## src/rtl/uart_cmd_ctrl.sv

```systemverilog
// uart_cmd_ctrl
// Host-command sequencer between the UART byte streams and the register bank.
// It parses framed read/write requests from the RX stream, issues one register
// access per frame, and returns an ACK, read-data or NAK frame on the TX stream.
//
// Ports
//   clk              in   system clock
//   reset            in   synchronous active-low reset
//   from_uart_*      RX byte stream (data/valid/error in, ready out)
//   to_uart_*        TX byte stream (data/valid/error out, ready in)
//   reg_addr/wdata   register address / write data, held between strobes
//   reg_wr/reg_rd    one-cycle access strobes
//   reg_rdata/rvalid read return
//   busy             high whenever the sequencer is not idle
//   err_cnt          saturating count of aborted or NAKed frames
module uart_cmd_ctrl #(
  parameter int TIMEOUT_CYC = 100000,
  parameter int RD_WAIT     = 255
) (
  input  logic        clk,
  input  logic        reset,
  input  logic [7:0]  from_uart_data,
  input  logic        from_uart_valid,
  input  logic        from_uart_error,
  output logic        from_uart_ready,
  output logic [7:0]  to_uart_data,
  output logic        to_uart_valid,
  output logic        to_uart_error,
  input  logic        to_uart_ready,
  output logic [7:0]  reg_addr,
  output logic [15:0] reg_wdata,
  output logic        reg_wr,
  output logic        reg_rd,
  input  logic [15:0] reg_rdata,
  input  logic        reg_rvalid,
  output logic        busy,
  output logic [7:0]  err_cnt
);

  localparam int TO_W = $clog2(TIMEOUT_CYC + 1);
  localparam int RW_W = $clog2(RD_WAIT + 1);
  localparam logic [TO_W-1:0] TO_LAST = TO_W'(TIMEOUT_CYC - 1);
  localparam logic [RW_W-1:0] RW_LAST = RW_W'(RD_WAIT - 1);

  typedef enum logic [3:0] {
    S_IDLE    = 4'd0,
    S_CMD     = 4'd1,
    S_ADDR    = 4'd2,
    S_DH      = 4'd3,
    S_DL      = 4'd4,
    S_CHK     = 4'd5,
    S_EXEC_WR = 4'd6,
    S_EXEC_RD = 4'd7,
    S_WAIT_RD = 4'd8,
    S_TX      = 4'd9
  } state_t;

  // Checksum carried in the read response frame.
  function automatic logic [7:0] resp_chk(input logic [7:0] addr, input logic [15:0] data);
    return 8'h02 ^ addr ^ data[15:8] ^ data[7:0];
  endfunction

  state_t            r_state;
  state_t            w_state_nxt;
  logic [TO_W-1:0]   r_to_cnt;
  logic [RW_W-1:0]   r_rd_cnt;
  logic [7:0]        r_chk;
  logic              r_is_wr;
  logic [7:0]        r_addr;
  logic [7:0]        r_dh;
  logic [7:0]        r_dl;
  logic [47:0]       r_tx_buf;
  logic [2:0]        r_tx_cnt;

  logic w_rx_xfer, w_rx_bad, w_rx_ok, w_in_frame, w_to_hit, w_rd_hit, w_tx_xfer;
  logic w_tx_load, w_nak, w_abort, w_err_evt;
  logic w_rx_ready_nxt, w_busy_nxt, w_wr_nxt, w_rd_nxt, w_tx_valid_nxt;

  assign w_rx_xfer  = from_uart_valid & from_uart_ready;
  assign w_rx_bad   = w_rx_xfer & from_uart_error;
  assign w_rx_ok    = w_rx_xfer & ~from_uart_error;
  assign w_in_frame = r_state inside {S_CMD, S_ADDR, S_DH, S_DL, S_CHK};
  // A byte arriving in the expiry cycle wins over the timeout.
  assign w_to_hit   = (r_to_cnt == TO_LAST) & ~w_rx_xfer;
  assign w_rd_hit   = (r_rd_cnt == RW_LAST);
  assign w_tx_xfer  = to_uart_valid & to_uart_ready;

  // Every entry into TX other than after a write or a returned read is a NAK.
  assign w_tx_load  = (w_state_nxt == S_TX) && (r_state != S_TX);
  assign w_nak      = w_tx_load && (r_state != S_EXEC_WR) &&
                      !((r_state == S_WAIT_RD) && reg_rvalid);
  // The only way out of a frame state back to IDLE is an error byte or a timeout.
  assign w_abort    = w_in_frame && (w_state_nxt == S_IDLE);
  assign w_err_evt  = w_nak | w_abort;

  assign to_uart_data  = r_tx_buf[47:40];
  assign to_uart_error = 1'b0;

  // State register.
  always_ff @(posedge clk) begin
    if (!reset) r_state <= S_IDLE;
    else        r_state <= w_state_nxt;
  end

  // Next-state decode.
  always_comb begin
    w_state_nxt = r_state;
    case (r_state)
      S_IDLE: begin
        if (w_rx_ok && (from_uart_data == 8'hA5)) w_state_nxt = S_CMD;
        else                                      w_state_nxt = S_IDLE;
      end
      S_CMD, S_ADDR, S_DH, S_DL, S_CHK: begin
        if (w_rx_bad || w_to_hit) begin
          w_state_nxt = S_IDLE;
        end else if (w_rx_ok) begin
          case (r_state)
            S_CMD:   w_state_nxt = ((from_uart_data == 8'h01) || (from_uart_data == 8'h02)) ? S_ADDR : S_TX;
            S_ADDR:  w_state_nxt = r_is_wr ? S_DH : S_CHK;
            S_DH:    w_state_nxt = S_DL;
            S_DL:    w_state_nxt = S_CHK;
            S_CHK:   w_state_nxt = (from_uart_data != r_chk) ? S_TX : (r_is_wr ? S_EXEC_WR : S_EXEC_RD);
            default: w_state_nxt = S_IDLE;
          endcase
        end else begin
          w_state_nxt = r_state;
        end
      end
      S_EXEC_WR: w_state_nxt = S_TX;
      S_EXEC_RD: w_state_nxt = S_WAIT_RD;
      S_WAIT_RD: begin
        // rvalid in the expiry cycle still counts as a successful read.
        if (reg_rvalid || w_rd_hit) w_state_nxt = S_TX;
        else                        w_state_nxt = S_WAIT_RD;
      end
      S_TX: begin
        if (w_tx_xfer && (r_tx_cnt == 3'd1)) w_state_nxt = S_IDLE;
        else                                 w_state_nxt = S_TX;
      end
      default: w_state_nxt = S_IDLE;
    endcase
  end

  // Output decode from the next state, so the output flops track the state register.
  always_comb begin
    w_rx_ready_nxt = 1'b0;
    w_busy_nxt     = 1'b0;
    w_wr_nxt       = 1'b0;
    w_rd_nxt       = 1'b0;
    w_tx_valid_nxt = 1'b0;
    case (w_state_nxt)
      S_IDLE:                           w_rx_ready_nxt = 1'b1;
      S_CMD, S_ADDR, S_DH, S_DL, S_CHK: begin
        w_rx_ready_nxt = 1'b1;
        w_busy_nxt     = 1'b1;
      end
      S_EXEC_WR: begin
        w_wr_nxt   = 1'b1;
        w_busy_nxt = 1'b1;
      end
      S_EXEC_RD: begin
        w_rd_nxt   = 1'b1;
        w_busy_nxt = 1'b1;
      end
      S_WAIT_RD:                        w_busy_nxt = 1'b1;
      S_TX: begin
        w_tx_valid_nxt = 1'b1;
        w_busy_nxt     = 1'b1;
      end
      default: w_busy_nxt = 1'b0;
    endcase
  end

  // Output flops for handshake, strobe and status signals.
  always_ff @(posedge clk) begin
    if (!reset) begin
      from_uart_ready <= 1'b0;
      to_uart_valid   <= 1'b0;
      reg_wr          <= 1'b0;
      reg_rd          <= 1'b0;
      busy            <= 1'b0;
    end else begin
      from_uart_ready <= w_rx_ready_nxt;
      to_uart_valid   <= w_tx_valid_nxt;
      reg_wr          <= w_wr_nxt;
      reg_rd          <= w_rd_nxt;
      busy            <= w_busy_nxt;
    end
  end

  // Frame capture, timers, register-bus latches, response buffer and error count.
  always_ff @(posedge clk) begin
    if (!reset) begin
      r_to_cnt  <= '0;
      r_rd_cnt  <= '0;
      r_chk     <= 8'h00;
      r_is_wr   <= 1'b0;
      r_addr    <= 8'h00;
      r_dh      <= 8'h00;
      r_dl      <= 8'h00;
      r_tx_buf  <= 48'h0;
      r_tx_cnt  <= 3'd0;
      reg_addr  <= 8'h00;
      reg_wdata <= 16'h0000;
      err_cnt   <= 8'h00;
    end else begin
      if (w_in_frame && !w_rx_xfer) r_to_cnt <= r_to_cnt + TO_W'(1);
      else                          r_to_cnt <= '0;

      if (r_state == S_WAIT_RD) r_rd_cnt <= r_rd_cnt + RW_W'(1);
      else                      r_rd_cnt <= '0;

      // Running XOR of every byte after SYNC, excluding the CHK byte itself.
      if (r_state == S_IDLE) begin
        r_chk <= 8'h00;
      end else if (w_rx_ok && (r_state inside {S_CMD, S_ADDR, S_DH, S_DL})) begin
        r_chk <= r_chk ^ from_uart_data;
      end else begin
        r_chk <= r_chk;
      end

      if (w_rx_ok) begin
        case (r_state)
          S_CMD:   r_is_wr <= (from_uart_data == 8'h01);
          S_ADDR:  r_addr  <= from_uart_data;
          S_DH:    r_dh    <= from_uart_data;
          S_DL:    r_dl    <= from_uart_data;
          default: r_addr  <= r_addr;
        endcase
      end

      // Bus address/data change only when a new access is launched.
      if ((r_state == S_CHK) && (w_state_nxt == S_EXEC_WR)) begin
        reg_addr  <= r_addr;
        reg_wdata <= {r_dh, r_dl};
      end else if ((r_state == S_CHK) && (w_state_nxt == S_EXEC_RD)) begin
        reg_addr  <= r_addr;
      end else begin
        reg_addr  <= reg_addr;
      end

      // Response bytes are queued MSB-first and shifted out; zeros fill behind.
      if (w_tx_load) begin
        case (r_state)
          S_EXEC_WR: begin
            r_tx_buf <= {8'h06, reg_addr, 32'h0};
            r_tx_cnt <= 3'd2;
          end
          S_WAIT_RD: begin
            if (reg_rvalid) begin
              r_tx_buf <= {8'hA5, 8'h02, reg_addr, reg_rdata, resp_chk(reg_addr, reg_rdata)};
              r_tx_cnt <= 3'd6;
            end else begin
              r_tx_buf <= {8'h15, 8'h03, 32'h0};
              r_tx_cnt <= 3'd2;
            end
          end
          S_CHK: begin
            r_tx_buf <= {8'h15, 8'h01, 32'h0};
            r_tx_cnt <= 3'd2;
          end
          default: begin
            r_tx_buf <= {8'h15, 8'h02, 32'h0};
            r_tx_cnt <= 3'd2;
          end
        endcase
      end else if ((r_state == S_TX) && w_tx_xfer) begin
        r_tx_buf <= {r_tx_buf[39:0], 8'h00};
        r_tx_cnt <= r_tx_cnt - 3'd1;
      end else begin
        r_tx_buf <= r_tx_buf;
      end

      if (w_err_evt && (err_cnt != 8'hFF)) err_cnt <= err_cnt + 8'd1;
      else                                 err_cnt <= err_cnt;
    end
  end

endmodule

```

## config.mk

```make
export PLATFORM = sky130hd
export DESIGN_NAME = uart_cmd_ctrl
export DESIGN_NICKNAME = d
export VERILOG_FILES = /design/src/rtl/uart_cmd_ctrl.sv
export SDC_FILE = /design/constraint.sdc
export NUM_CORES = 1
export LEC_CHECK = 0
export CAP_MARGIN = 20
export CORE_MARGIN = 2
export CORE_UTILIZATION = 56
export DETAILED_ROUTE_END_ITERATION = 6
export GPL_ROUTABILITY_DRIVEN = 0
export HOLD_SLACK_MARGIN = 0.03
export PLACE_DENSITY = 0.77
export REMOVE_ABC_BUFFERS = 1
export SLEW_MARGIN = 25
export SYNTH_ARGS = -nofsm -noshare
export SYNTH_HDL_FRONTEND = slang
export SYNTH_SLANG_ARGS = --single-unit
```

## constraint.sdc

```tcl
create_clock -name clk -period 2.89 [get_ports clk]
set_input_delay 0.578 -clock clk [delete_from_list [all_inputs] [get_ports clk]]
set_output_delay 0.578 -clock clk [all_outputs]
set_load 0.03 [all_outputs]
```

# ---- Word-level counts from Yosys, hierarchy flattened
# Cells that the tools add are included.
dict set report classes {
  reduce_logical 34
  n_bitwise 13
  mux 26
  n_eq_ne 28
  addsub 4
}
# cell n
set ops {}
lappend ops {{$mux W48} 3}
lappend ops {{$pmux W48 S3} 1}
lappend ops {{$eq A4 B3 Y1 const B} 8}
lappend ops {{$pmux W4 S6} 1}
lappend ops {{$xor A8 B8 Y8} 3}
lappend ops {{$mux W4} 5}
lappend ops {{$pmux W4 S5} 1}
lappend ops {{$add A17 B1 Y17 const B} 1}
lappend ops {{$eq A17 B17 Y1 const B} 1}
lappend ops {{$add A8 B1 Y8 const B} 2}
lappend ops {{$eq A4 B2 Y1 const B} 4}
lappend ops {{$eq A4 B4 Y1 const B} 4}
lappend ops {{$eq A8 B8 Y1 const B} 2}
lappend ops {{$mux W8} 2}
lappend ops {{$mux W3} 5}
lappend ops {{$logic_and A1 B1 Y1} 13}
lappend ops {{$reduce_and A2 Y1} 6}
lappend ops {{$reduce_or A9 Y1} 1}
lappend ops {{$eq A4 B1 Y1 const B} 2}
lappend ops {{$eq A8 B1 Y1 const B} 1}
lappend ops {{$eq A8 B2 Y1 const B} 1}
lappend ops {{$logic_not A4 Y1} 2}
lappend ops {{$mux W1} 8}
lappend ops {{$ne A8 B8 Y1} 1}
lappend ops {{other kinds (16)} 27}
dict set report word_totals {
  in_bits 30
  elab_cells 123
  reg_bits 150
}

# ---- Depth between registers and ports, before layout
dict set report depth {
  ltp_word 13
  ltp_mapped 12
  mapped_depth_nobuf 10
}

# ---- Worst setup path before layout
# Ideal clock, no wire load.
dict set report synth_path {
  path_kind {input to register}
  startpoint {input from_uart_data[5]}
  endpoint {register err_cnt[3]}
  arrival_time_ns 2.636
  path_stages 11
  slack_ns 0.184
  setup_time_ns 0.070
  cell_sequence {buf_2 -> xnor2_1 -> nand4_1 -> nor2_1 -> o221a_1 -> o31a_1 -> nor3b_4 -> a21oi_2 -> buf_6 -> or3_1 -> a21oi_1}
}
dict set report synth_via {
  elab_chain_cells 13
}
# item line
set synth_rtl {}
lappend synth_rtl {{start, declared} 22} ;# input logic [7:0] from_uart_data,
lappend synth_rtl {{$eq A8 B1 Y1 or $eq A8 B2 Y1 (tied branches)} 118} ;# S_CMD: w_state_nxt = ((from_uart_data == 8'h01) || (from_uart_data == 8'h02)) ? S_ADDR : S_TX;
lappend synth_rtl {{$logic_or A1 B1 Y1} 118}
lappend synth_rtl {{$mux W4} 118}
lappend synth_rtl {{$pmux W4 S5} 117} ;# case (r_state)
lappend synth_rtl {{$mux W4} 116} ;# end else if (w_rx_ok) begin
lappend synth_rtl {{$mux W4} 114} ;# if (w_rx_bad || w_to_hit) begin
lappend synth_rtl {{$pmux W4 S6 (*)} 108} ;# case (r_state)
lappend synth_rtl {{$eq A4 B4 Y1} 89} ;# assign w_tx_load = (w_state_nxt == S_TX) && (r_state != S_TX);
lappend synth_rtl {{$logic_and A1 B1 Y1} 89}
lappend synth_rtl {{$logic_and A1 B1 Y1 (2 in a row)} 90} ;# assign w_nak = w_tx_load && (r_state != S_EXEC_WR) &&
lappend synth_rtl {{$or A1 B1 Y1 (*)} 94} ;# assign w_err_evt = w_nak | w_abort;
lappend synth_rtl {{$logic_and A1 B1 Y1 (*)} 274} ;# if (w_err_evt && (err_cnt != 8'hFF)) err_cnt <= err_cnt + 8'd1;
lappend synth_rtl {{end signal, assigned} 274}
lappend synth_rtl {{end signal, assigned} 275} ;# else err_cnt <= err_cnt;
lappend synth_rtl {{end, declared} 37} ;# output logic [7:0] err_cnt
# Mark *: on every way between the ends. The rest lies on a longest branch, timed or not.
# A chain may end at the register's enable or synchronous reset.

# ---- Final worst setup path
dict set report layout_path {
  startpoint {input from_uart_data[0]}
  endpoint {register err_cnt[1]}
}
# Same word-level chain as after synthesis.

==> flow_metrics.py <==
metrics = {
    "timing": {
        "worst_slack_ps": 114,
        "rsz0062_at_grt": "true",
        "setup_tns_ps": 0,
        "final_hold_viol_count": 0,
        "finalSetupViolCount": 0,
        "skew_ps": 6.76,
        "worst_pin_slew_ps": 596,
        "min_period_ps": 2780,
        "timing.final.crit_share_pct": 96.1,
        "slew_headroom_pct": 60.1,
        "clock.fmax_ghz": 0.360,
        "final_max_slew_viol_count": 0,
    },
    "setup_path": {
        "cp_data_arrival_time_ps": 3090,
        "critPathKind": "in2reg",
        "startpoint_type": "input port",
        "regToRegSetupSlack_ps": 190,
        "cp_max_fo": 9,
        "required_ps": 3200,
        "critPathCaptureType": "flop",
    },
    "pwr": {
        "power.density_nw_per_um2": 528,
        "ir_drop_uv": 408,
        "p_leak_nw": 3.32,
    },
    "floorplan": {
        "die_area_um2": 12600,
        "rows": 39,
        "die_h_um": 112,
        "initial_utilization_pct": 57.6,
        "io_pins": 76,
        "die_x_um": 112,
        "core_um2": 11400,
    },
    "synth": {
        "async_reset_ff_share_pct": 0,
        "synth_top_area_share_pct": 45.6,
        "synth-seq-cells": 150,
        "ys_types": 54,
        "synth_top_family_by_area": "simple AND/OR/NAND/NOR gates",
        "yosysWarnings": 0,
        "avgSynthCellArea_um2": 8.46,
        "synthAdderAreaFrac_pct": 1.14,
        "yosys.area.top_type": "dfxtp_1",
        "netlist_area_um2": 6580,
        "synthTopCellsByArea": "dfxtp_1 46%, nor2_1 9.0%, mux2i_1 7.5%, o21ai_0 4.9%, xnor2_1 3.9%",
        "synth_xor_area_share_pct": 6.92,
        "synth-simple-area-share_pct": 21.3,
        "ys.flop_type": "dfxtp_1",
        "synth_cells": 778,
        "seq_area_frac_synth_pct": 45.6,
        "synth_compound_area_share_pct": 12.7,
        "muxShareOfSynthArea_pct": 7.45,
        "synth_edf_count": 0,
    },
    "routing": {
        "via_count": 5856,
        "remaining_drc_errors": 0,
        "first_iter_violations": 404,
        "drtAntennaViolNets": 0,
        "viasPerCell": 5.68,
        "firstDrtPassIters": 5,
        "wl_per_cell_um": 15.3,
        "wl_um": 15700,
    },
    "global_route": {
        "grt_pass1_wl_um": 26000,
        "antenna_found_initial": 0,
        "grt_max_degree": 47,
        "grt_pass1_vias": 5735,
        "gr-total-overflow": 0,
        "track_usage_pct": 25.2,
    },
    "placement": {
        "dpl.hpwl_um": 10800,
        "io_buffers": 74,
        "dpl_worst_slack_ps": -325,
    },
    "clocking": {
        "clock_path_buffers": 2,
        "htree_levels": 4,
        "cts_sinks": 150,
        "clockRootBuffer": "clkbuf_16",
        "clk_pin_slew_ps": 60,
        "cts_tree": "yes",
        "cts_buffers": 17,
        "hold_buffers": 0,
        "clock_latency_ps": 430,
    },
    "final_layout": {
        "synthToLayoutAreaGrowth_pct": 27.9,
        "layout-drive-gt1-share_pct": 11.7,
        "final_nets": 913,
        "diodes": 0,
        "num-fill-cells": 823,
    },
    "run_status": {
        "outcome": "finished clean",
    },
    "hold_path": {
        "min_path_type": "reg2reg",
    },
    "job": {
        "drv_cap": 0,
    },
}
==> through the flow <==
step | area, um2 | total power [mW] | hold slack, ps | std cells | utilization, %
after global placement | 7770 | 2.27 | 435 | 1000 | 68.1
after detailed placement | 7770 | 2.28 | 447 | 1000 | 68.1
after global routing | 8410 | 4.57 | 490 | 1031 | 73.7
final | 8410 | 4.44 | 452 | 1031 | 73.7
after CTS | 8360 | 4.46 | 454 | 1030 | 73.2
after floorplan | 6310 | 2.17 | 426 | 724 | -
==> placed cells by master, fill, tap and decap left out, types with 3 or more instances in the layout <==
| cell | n |
|---|---|
| nor2_1 | 157 |
| dfxtp_1 | 149 |
| clkdlybuf4s50_1 | 73 |
| nand2_1 | 64 |
| o21ai_0 | 63 |
| buf_4 | 53 |
| mux2i_1 | 49 |
| a21oi_1 | 30 |
| xnor2_1 | 29 |
| xor2_1 | 23 |
| nand3_1 | 23 |
| clkbuf_16 | 17 |
| a22oi_1 | 14 |
| and3_1 | 13 |
| inv_1 | 11 |
| or3_1 | 9 |
| nor3_1 | 8 |
| nand4_1 | 8 |
| o21ai_1 | 7 |
| clkinv_2 | 7 |
| buf_12 | 7 |
| ha_1 | 6 |
| and2_1 | 5 |
| nand3b_1 | 4 |
| a31oi_1 | 4 |
| nor4_1 | 3 |
| bufinv_16 | 3 |
==> state kept, by name (all words and copies together) (netlist names) <==
name	count
busy	1
r_rd_cnt	8
reg_wr	1
err_cnt	8
r_tx_buf	48
from_uart_ready	1
r_chk	8
reg_rd	1
r_dl	8
reg_addr	8
r_tx_cnt	3
r_to_cnt	17
r_dh	8
reg_wdata	16
r_state	4
r_is_wr	1
r_addr	8
to_uart_valid	1
==> layer usage <==
metal	routed length, um	share of wire (%)	up-vias	track usage, %
met1	6770	43	2794	30.0
met5	0	0	-	0
met4	478	3.0	0	11.2
met3	706	4.5	43	6.05
li1	-	-	2851	-
met2	7780	49	168	43.2
==> worst max-delay path, stage by stage <==
cell,delay [ps]
clkdlybuf4s50_1,590
xnor2_1,150
nand4_1,170
or3_1,380
a311o_1,340
nand2_1,120
nor4_2,60
a21oi_2,290
buf_4,190
mux2i_1,170
nor2_1,50
==> power breakdown <==
part / internal (mW) / switching [mW]
sequential: 2.07 / 0.00120
combinational: 0.0844 / 0.0798
clock: 1.38 / 0.829
==> cell usage after synthesis, types with 8 or more instances <==
cell	n
buf_4	9
and3_1	13
buf_2	11
inv_1	11
dfxtp_1	150
a22oi_1	14
or3_1	9
xor2_1	23
xnor2_1	29
mux2i_1	49
o21ai_0	64
nand4_1	8
nand3_1	24
nor3_1	10
nand2_1	64
a21oi_1	30
clkbuf_1	30
nor2_1	157
==> layout make-up <==
class	count	area, um2	share of cell area, %
clock buffers	19	453	5.38
clock inverters	11	133	1.58
inverters	12	45.0	0.535
multi-input cells	562	3320	39.4
flip-flops and latches	150	3000	35.7
well taps	143	179	2.13
repair buffers	134	1280	15.2
==> cell families after synthesis <==
group | count (synthesis)
fa+ha+maj | 6
simple gates | 312
mux | 49
flops | 150
compound gates | 142
other cells | 1
buf+inv | 66
xor+xnor | 52
==> timing repair <==
| item | in CTS | in global routing |
|---|---|---|
| buffers inserted | 0 | 1 |
| endpoints found under the setup margin | 0 | 12 |
| resized for setup | 0 | 12 |
==> path summary, 6_finish.rpt <==
check,start,endpoint,depth (start not counted)
max,from_uart_data[0],err_cnt[1]$_SDFFE_PN0P_,11
min,r_tx_buf[46]$_SDFFE_PN0P_,r_tx_buf[46]$_SDFFE_PN0P_,2
max reg2reg,r_state[0]$_SDFF_PN0_,r_tx_buf[44]$_SDFFE_PN0P_,11
min reg2reg,r_tx_buf[46]$_SDFFE_PN0P_,r_tx_buf[46]$_SDFFE_PN0P_,2
Note: power is estimated with default switching activity, not from simulation.
